<file path="config.mk">
export PLATFORM = sky130hd
export DESIGN_NAME = user_mux
export DESIGN_NICKNAME = d
export VERILOG_FILES = /design/src/rtl/user_mux.sv
export SDC_FILE = /design/constraint.sdc
export NUM_CORES = 1
export LEC_CHECK = 0
export CAP_MARGIN = 20
export CORE_AREA = 2 2 659 661
export CTS_BUF_LIST = sky130_fd_sc_hd__clkbuf_4 sky130_fd_sc_hd__clkbuf_8 sky130_fd_sc_hd__clkbuf_16
export DETAILED_ROUTE_END_ITERATION = 8
export DIE_AREA = 0 0 661 663
export GPL_ROUTABILITY_DRIVEN = 0
export SYNTH_ARGS = -nofsm -noshare
export SYNTH_HDL_FRONTEND = slang
export SYNTH_SLANG_ARGS = --single-unit
</file>
<file path="constraint.sdc">
create_clock -name axis_aclk -period 5.7 [get_ports axis_aclk]
set_input_delay 0.855 -clock axis_aclk [delete_from_list [all_inputs] [get_ports axis_aclk]]
set_output_delay 0.855 -clock axis_aclk [all_outputs]
set_load 0.01 [all_outputs]
</file>
<file path="src/rtl/user_mux.sv">
// user_mux: packet-granular round-robin merge of three AXI-Stream inputs.
// Single output register stage; granted port id is stamped into tuser[39:32].
module user_mux #(
    parameter int C_M_AXIS_DATA_WIDTH  = 256,
    parameter int C_S_AXIS_DATA_WIDTH  = 256,
    parameter int C_M_AXIS_TUSER_WIDTH = 128
) (
    input  logic                                axis_aclk,
    input  logic                                axis_resetn,

    input  logic [C_S_AXIS_DATA_WIDTH-1:0]      s_axis_0_tdata,
    input  logic [C_S_AXIS_DATA_WIDTH/8-1:0]    s_axis_0_tkeep,
    input  logic [C_M_AXIS_TUSER_WIDTH-1:0]     s_axis_0_tuser,
    input  logic                                s_axis_0_tvalid,
    input  logic                                s_axis_0_tlast,
    output logic                                s_axis_0_tready,

    input  logic [C_S_AXIS_DATA_WIDTH-1:0]      s_axis_1_tdata,
    input  logic [C_S_AXIS_DATA_WIDTH/8-1:0]    s_axis_1_tkeep,
    input  logic [C_M_AXIS_TUSER_WIDTH-1:0]     s_axis_1_tuser,
    input  logic                                s_axis_1_tvalid,
    input  logic                                s_axis_1_tlast,
    output logic                                s_axis_1_tready,

    input  logic [C_S_AXIS_DATA_WIDTH-1:0]      s_axis_2_tdata,
    input  logic [C_S_AXIS_DATA_WIDTH/8-1:0]    s_axis_2_tkeep,
    input  logic [C_M_AXIS_TUSER_WIDTH-1:0]     s_axis_2_tuser,
    input  logic                                s_axis_2_tvalid,
    input  logic                                s_axis_2_tlast,
    output logic                                s_axis_2_tready,

    output logic [C_M_AXIS_DATA_WIDTH-1:0]      m_axis_tdata,
    output logic [C_M_AXIS_DATA_WIDTH/8-1:0]    m_axis_tkeep,
    output logic [C_M_AXIS_TUSER_WIDTH-1:0]     m_axis_tuser,
    output logic                                m_axis_tvalid,
    output logic                                m_axis_tlast,
    input  logic                                m_axis_tready
);

    localparam int DW = C_S_AXIS_DATA_WIDTH;
    localparam int KW = DW / 8;
    localparam int UW = C_M_AXIS_TUSER_WIDTH;

    localparam logic [0:0] IDLE = 1'b0;
    localparam logic [0:0] PASS = 1'b1;

    logic [0:0]    state;
    logic [1:0]    grant;
    logic [1:0]    rr_ptr;
    logic [1:0]    pick;
    logic          found;
    logic [2:0]    cand;

    logic [DW-1:0] s_data [3];
    logic [KW-1:0] s_keep [3];
    logic [UW-1:0] s_user [3];
    logic [2:0]    s_valid;
    logic [2:0]    s_last;
    logic [2:0]    s_ready;

    logic          out_free;
    logic          xfer;
    logic [UW-1:0] user_sel;

    assign s_data[0] = s_axis_0_tdata;
    assign s_data[1] = s_axis_1_tdata;
    assign s_data[2] = s_axis_2_tdata;
    assign s_keep[0] = s_axis_0_tkeep;
    assign s_keep[1] = s_axis_1_tkeep;
    assign s_keep[2] = s_axis_2_tkeep;
    assign s_user[0] = s_axis_0_tuser;
    assign s_user[1] = s_axis_1_tuser;
    assign s_user[2] = s_axis_2_tuser;
    assign s_valid   = {s_axis_2_tvalid, s_axis_1_tvalid, s_axis_0_tvalid};
    assign s_last    = {s_axis_2_tlast, s_axis_1_tlast, s_axis_0_tlast};

    // Round-robin search starting at rr_ptr, wrapping modulo 3.
    always_comb begin
        found = 1'b0;
        pick  = rr_ptr;
        cand  = 3'd0;
        for (int k = 0; k < 3; k++) begin
            cand = {1'b0, rr_ptr} + 3'(k);
            if (cand >= 3'd3) cand = cand - 3'd3;
            if (!found && s_valid[cand[1:0]]) begin
                found = 1'b1;
                pick  = cand[1:0];
            end
        end
    end

    assign out_free = !m_axis_tvalid || m_axis_tready;

    always_comb begin
        s_ready = 3'b000;
        if (state == PASS && out_free) s_ready = 3'b001 << grant;
    end

    assign s_axis_0_tready = s_ready[0];
    assign s_axis_1_tready = s_ready[1];
    assign s_axis_2_tready = s_ready[2];

    assign xfer = (state == PASS) && out_free && s_valid[grant];

    always_comb begin
        user_sel         = s_user[grant];
        user_sel[39:32]  = {6'b0, grant};
    end

    always_ff @(posedge axis_aclk or negedge axis_resetn) begin
        if (!axis_resetn) begin
            state         <= IDLE;
            grant         <= 2'd0;
            rr_ptr        <= 2'd0;
            m_axis_tvalid <= 1'b0;
            m_axis_tlast  <= 1'b0;
            m_axis_tdata  <= '0;
            m_axis_tkeep  <= '0;
            m_axis_tuser  <= '0;
        end else begin
            unique case (state)
                IDLE: begin
                    if (found) begin
                        state <= PASS;
                        grant <= pick;
                    end
                end
                PASS: begin
                    if (xfer && s_last[grant]) begin
                        state  <= IDLE;
                        rr_ptr <= (grant == 2'd2) ? 2'd0 : grant + 2'd1;
                    end
                end
            endcase

            if (xfer) begin
                m_axis_tvalid <= 1'b1;
                m_axis_tdata  <= s_data[grant];
                m_axis_tkeep  <= s_keep[grant];
                m_axis_tuser  <= user_sel;
                m_axis_tlast  <= s_last[grant];
            end else if (m_axis_tready) begin
                m_axis_tvalid <= 1'b0;
            end
        end
    end

endmodule

</file>
# == Yosys cells after proc, flatten, opt, wreduce, memory -nomap -nowiden ==
# Cells that the tools add are included.
# op_classes
add_sub_neg,6
multipliers,0
div_mod_pow,0
order_cmp,8
eq_ne,1
shifts,1
mux,35
bitwise_logic,2
n_reduce_logical,12
# ops
op,n
$bmux W256 S2,1
$mux W256,2
$bmux W128 S2,1
$mux W128,2
$bmux W32 S2,1
$mux W32,2
$mux W2,7
$lt A2 B3 Y1 const B,4
$mux W1,12
$bmux W1 S2,5
$ge A3 B2 Y1 const B,2
$sub A2 B2 Y2 const B,3
$logic_and A1 B1 Y1,5
$reduce_and A2 Y1,2
$add A2 B1 Y3 const B,1
$add A2 B2 Y3 const B,1
$ge A3 B3 Y1 const B,1
$logic_not A1 Y1,3
$mux W3,1
$not A2 Y3,1
$shl A1 B2 Y3 const A,1
$add A2 B1 Y2 const B,1
$eq A2 B2 Y1 const B,1
$ge A2 B2 Y1 const B,1
4 further kinds,4
# word_totals
regBits,417
latch_bits,0
ramBits,0
romBits,0
inputBits,1257
out_inout_bits,421
elab_cells,73
n_memories,0

# == Depth between registers and ports, before layout ==
# Gate-level depths: netlist of the first run.
# logic_depth
word_depth,13
ltp_mapped,10

# == Least setup slack after synthesis of the first run ==
# No wires, ideal clock.
# synth_timing
path_type,in2out
from,in m_axis_tready
to,out s_axis_2_tready
arrival_ps,1390
required_time_ps,4845
path_slack_ps,3455
cell_stages,3
path_cell_list,nand2b_1 nand2_1 nor3b_1
# synth_between
elab_chain_cells,3
# synth_lines
item,line_no,source
start: declaration,37,input logic m_axis_tready
$logic_or A1 B1 Y1,92,assign out_free = !m_axis_tvalid || m_axis_tready;
$logic_and A1 B1 Y1,96,if (state == PASS && out_free) s_ready = 3'b001 << grant;
$mux W3,96,
end: declaration,30,"output logic s_axis_2_tready,"
# No other way between the ends.

# == Worst setup path after layout of the first run ==
# Ends and elaborated chain as after synthesis.

==> results.tsv, run 1 <==
metric	value	unit
Synth Flop Type	dfrtp_1	
pin count of the biggest net entering global routing	150	
Die Area	438000	um2
Hold Crit Class	flop to flop	
Worst-Skew Late Latency	0.83	ns
leakage	0.0175	uW
1st-iter DRT viols	2749	
Sw Share	0.451	
top-count cell post-synth	dfrtp_1	
max-cap violation count	0	
Int Power	12400	uW
clock buffer depth	4	
Fillers	49652	
Worst EP required	4.85	ns
IO Count	1678	
part of the cycle the worst path needs	0.749	
share of layout cells above drive strength 1	0.0393	
cells after synthesis	2752	
first-pass GRT wire length	438000	um
number of global-route vias before repair	27603	
synthesized area	23200	um2
Worst setup SP type	primary input	
fin nets	5540	
Setup Crit Path Kind	primary input to output pin	
Die Y	663	um
fmax	234	MHz
fin crit period	4.27	ns
postcts setup bufs	0	
critical path startpoint	m_axis_tready	
Synth cell types	33	
Mean Syn Cell Area	8.42	um2
Post-CTS Resized	0	
synth-to-layout area growth	112	%
peak supply drop	211	uV
Pre-antenna DRT Iters	6	
sequential area share after synthesis	0.450	
I/O Buffers	1647	
initial antenna violation count	648	
outcome	completed	
per-cell routed wire length	37.0	um
Post-synth EDFFs	0	
Hold Startpoint	m_axis_tkeep[23]	
combinational fraction of design power	0.549	
CTS tree	built	
drc violations	0	
Initial Util	0.0536	
vias per cell	3.01	
maximum net fanout on the critical path	3	
pwr/cell area	459	nW/um2
CTS Buf Count	71	
Synth async-reset ratio	1.00	
Max transition margin	0.289	
top-area cell type share of the netlist area	0.450	
Slew @ Worst Pin	1.04	ns
Setup Skew	0.0740	ns
H-Tree Depth	3	
Yosys Warn Count	0	
Hold-fix buffers, CTS	1	
vias	30815	
sequential share of power	0.234	
Final Hold Violating Endpoints	0	
DP HPWL	342000	um
top post-synthesis cells by area	dfrtp_1, mux2i_1, a21oi_1	
setup TNS	0	ns
Slew Viols, Final	0	
critical path arrival	3.42	ns
setup violators final	0	
Yosys reg bits	417	
clock-pin transition on the worst setup and hold timing paths	0.06	ns
Post-Route WL	379000	um
Util after Layout	0.114	
Clock power frac	0.217	
Post-synth top cells	dfrtp_1, nand2_1, mux2i_1	
row count	242	
reg-to-reg startpoint	grant[1]	
net switching power	10200	uW
# clock sinks	417	
leading area contributor after synthesis	dfrtp_1	
RSZ-0062 raised after global routing	no	
DIE WIDTH	661	um
Remaining Overflow, GRT	0	
Post-DRT Antenna Nets	0	
clk root buf	clkbuf_16	
Total Routing Usage GR	0.167	
core area	432000	um2
Worst setup EP type	output pin	
==> cell type report <==
class,instances,area [um2],area share
Antenna cell,165,413,0.00839
Clock buffer,96,2080,0.0423
Tap cell,5734,7170,0.146
Multi-Input combinational cell,2100,11600,0.237
Inverter,3,11.3,0.000229
Sequential cell,417,10400,0.212
Timing Repair Buffer,1687,17100,0.347
Clock inverter,26,387,0.00786
==> flip-flops by register name, summed over array words and instances (netlist names) <==
register       flops
m_axis_tvalid      1
rr_ptr             2
state              1
m_axis_tkeep      32
grant              2
m_axis_tdata     256
m_axis_tlast       1
m_axis_tuser     122
==> kinds of logic after synthesis <==
kind of cell	count (synthesis)	synth area share
AND/OR/NAND/NOR	842	0.138
adder cells (fa/ha/maj)	3	0.00162
flip-flops	417	0.450
buffers and inverters	240	0.0491
other	1	0.000162
multiplexers	415	0.179
AO/OA/AOI/OAI	834	0.182
==> cell usage in the layout, fill, tap and decap left out, types with 21 or more instances in the layout <==
cell | netlist | final
nor2_1 | 412 | 412
dfrtp_1 | 417 | 415
diode_2 | 0 | 165
buf_12 | 0 | 21
nand2_1 | 415 | 415
clkbuf_16 | 0 | 74
clkdlybuf4s50_1 | 0 | 1646
a21oi_1 | 412 | 412
o21ai_0 | 412 | 412
mux2i_1 | 413 | 413
==> layer usage <==
metal | vias up | track usage | wire, um
li1 | 12721 | - | -
met1 | 13747 | 0.165 | 127000
met4 | 394 | 0.0567 | 17700
met3 | 1300 | 0.132 | 67700
met2 | 2653 | 0.261 | 164000
met5 | - | 0.00154 | 2610
==> final timing paths <==
kind / cells past startpoint / slack [ns] / endpoint
worst max-delay path: 5 / 1.43 / s_axis_2_tready
worst min-delay path: 2 / 0.48 / m_axis_tkeep[23]
worst max register to register: 6 / 2.43 / m_axis_tdata[142]
worst min register to register: 2 / 0.48 / m_axis_tkeep[23]
max in group asynchronous: 3 / 3.75 / m_axis_tdata[103]
min in group asynchronous: 2 / 0.59 / m_axis_tuser[33]
==> power groups by stage <==
| stage | clock (uW) | combinational, uW | sequential (uW) |
|---|---|---|---|
| CTS | 5160 | 12800 | 5290 |
| detailed placement | 0 | 12700 | 5320 |
| global route | 5190 | 13400 | 5460 |
| finish | 4900 | 12400 | 5280 |
| global placement | 0 | 12700 | 5270 |
| floorplan | 0 | 4680 | 5780 |
==> worst max-delay path, stage by stage <==
cell and delay, ns:
clkdlybuf4s50_1 0.44, nand2b_1 0.50, nand2_1 0.56, nor3b_1 0.38, clkdlybuf4s50_1 0.65
==> through the flow <==
step | hold WS, ns | total power, uW | instances | cell area (um2) | setup slack, ns
floorplan | 0.510 | 10500 | 2757 | 23200 | 3.46
global placement | 0.462 | 17900 | 9939 | 46300 | 1.21
detailed placement | 0.469 | 18100 | 9940 | 46300 | 1.17
CTS | 0.481 | 23200 | 10063 | 48800 | 1.14
global route | 0.494 | 24000 | 10132 | 49000 | 1.24
finish | 0.475 | 22600 | 10228 | 49200 | 1.43
No activity file was read; power rests on OpenSTA's default activity.
==> run 2, diff against run 1 <==
CORE_AREA = 2 2 657 659   (was 2 2 659 661)
DIE_AREA = 0 0 659 661   (was 0 0 661 663)
clock period = 3.8 ns   (was 5.7 ns; I/O delays follow)
==> run 2 against run 1 <==
  * Total power up 46%
  * Die area shrank 0.60%
  * Setup slack got worse by 1.1 ns
  * Design area increased by 0.11%
  * Sequential share of layout area about the same
  * Sequential power up 49%
  * First-iteration DRC count down 1.3%
  * Critical endpoint unchanged
==> results.tsv, run 2 (synthesized netlist as in run 1, its figures left out) <==
metric	value	unit	change
1st-iter DRT viols	2713		-1.3%
Total Power	32900	uW	+46%
Pre-antenna DRT Iters	6		unchanged
initial antenna violation count	648		unchanged
share of layout cells above drive strength 1	0.0511		+0.0119
Biggest register	m_axis_tdata		
pwr/cell area	668	nW/um2	+45%
CTS tree	built		
max-cap violation count	0		unchanged
Final Hold Violating Endpoints	0		unchanged
clk root buf	clkbuf_16		
synth-to-layout area growth	113	%	
Slew Viols, Final	0		unchanged
net switching power	14800	uW	+45%
post-route cell area	49300	um2	+0.11%
maximum net fanout on the critical path	11		+8
Die Y	661	um	-0.30%
Initial Util	0.0540		+0.000374
number of global-route vias before repair	27643		+0.14%
Max transition margin	0.337		+0.0485
Clock power frac	0.189		-0.028
Layout Cells excl Fill	10232		+0.039%
Setup Skew	0.0496	ns	-0.0244 ns
commonest non-fill, non-tap cell in the layout	clkdlybuf4s50_1		
clock buffer depth	3		-1
most frequent cells in the layout	clkdlybuf4s50_1, nand2_1, dfrtp_1		
vias	31060		+0.80%
vias per cell	3.04		+0.76%
core area	429000	um2	-0.69%
IO Count	1678		unchanged
reg-to-reg startpoint	grant[1]		
final setup margin	0.292	ns	-1.14 ns
CTS Buf Count	61		-14%
peak supply drop	529	uV	+150%
row count	241		-0.41%
fin crit period	3.51	ns	
first-pass GRT wire length	442000	um	+0.93%
DIE WIDTH	659	um	-0.30%
per-cell routed wire length	37.5	um	+1.2%
fmax	285	MHz	
Remaining Overflow, GRT	0		unchanged
Int Power	18100	uW	+46%
fin nets	5590		+0.90%
sequential share of power	0.240		+0.006
Post-DRT Antenna Nets	0		unchanged
Worst setup SP type	flop		
Die Area	436000	um2	-0.60%
DP HPWL	349000	um	+2.2%
setup violators final	0		unchanged
Post-Route WL	383000	um	+1.2%
clock-pin transition on the worst setup and hold timing paths	0.06	ns	about the same
outcome	completed		
Worst-Skew Late Latency	0.76	ns	-0.07 ns
Total Routing Usage GR	0.169		+0.00256
Hold Slack	0.421	ns	-0.0543 ns
drc violations	0		unchanged
# clock sinks	417		unchanged
Slew @ Worst Pin	0.991	ns	-0.0467 ns
Worst setup EP type	output pin		
leakage	0.0177	uW	+0.78%
critical path startpoint	grant[1]		
Sw Share	0.451		about the same
R2R setup slack	1.01	ns	-1.42 ns
critical path arrival	2.94	ns	-0.48 ns
combinational fraction of design power	0.571		+0.022
pin count of the biggest net entering global routing	116		-23%
Hold Crit Class	primary input to async pin		
worst slack, placed	-0.170	ns	-1.34 ns
max FFs per register	256		unchanged
RSZ-0062 raised after global routing	no		
part of the cycle the worst path needs	0.923		
Top Registers	m_axis_tdata (256), m_axis_tuser (122), m_axis_tkeep (32)		
I/O Buffers	1647		unchanged
H-Tree Depth	2		-1
Worst EP required	3.23	ns	-1.62 ns
Setup Crit Path Kind	flop to output pin		
Area after DPL	46800	um2	+0.95%
Placed Cells	9975		+0.35%
==> run 2: metal layers <==
metal,GRT usage,vias up,part of all wire,wire [um]
li1,-,12756,-,-
met1,0.169,13955,0.34,129000
met2,0.268,2569,0.44,168000
met3,0.132,1350,0.17,66600
met4,0.0515,430,0.045,17100
met5,0,-,0.0076,2930
==> run 2: path summary, 6_finish.rpt <==
kind,end,depth (start not counted)
min reg2reg,m_axis_tuser[85],2
max in group asynchronous,m_axis_tuser[50],3
min in group axis_aclk,m_axis_tdata[132],3
max,s_axis_2_tready,3
max reg2reg,m_axis_tdata[171],6
min,m_axis_tuser[33],2
==> run 2: final cells by class <==
cell class,count,area (um2)
Fill cell,49315,380000
Timing Repair Buffer,1747,17500
Multi-Input combinational cell,2100,11700
Sequential cell,417,10400
Tap cell,5710,7140
Clock buffer,80,1720
Clock inverter,33,387
Antenna cell,142,355
Inverter,3,11.3
==> run 2: what timing repair did <==
action | CTS | global route
endpoints found under the setup margin | 2 | 0
resized for setup | 3 | 0
setup buffers | 1 | 0
hold buffers | 1 | 0
endpoints found under the hold margin | 45 | 0
==> run 2: worst max-delay path, cell delays in order, from the launching register on <==
cell and delay (ns):
dfrtp_4 0.78, buf_4 0.36, nor3b_2 0.44, clkdlybuf4s50_1 0.62
==> run 2: power by group through the flow <==
stage                     registers, uW  clock network (uW)  logic (uW)
final                              7890                6210       18800
after floorplan                    8670                   0        7020
after CTS                          7910                6450       19400
after global routing               8160                6560       20300
after detailed placement           7980                   0       19200
after global placement             7890                   0       19200
==> run 2: metrics by stage <==
step | util | setup TNS [ns]
floorplan | - | 0
global placement | 0.109 | -0.208
detailed placement | 0.109 | -0.170
CTS | 0.114 | 0
global route | 0.114 | 0
finish | 0.115 | 0
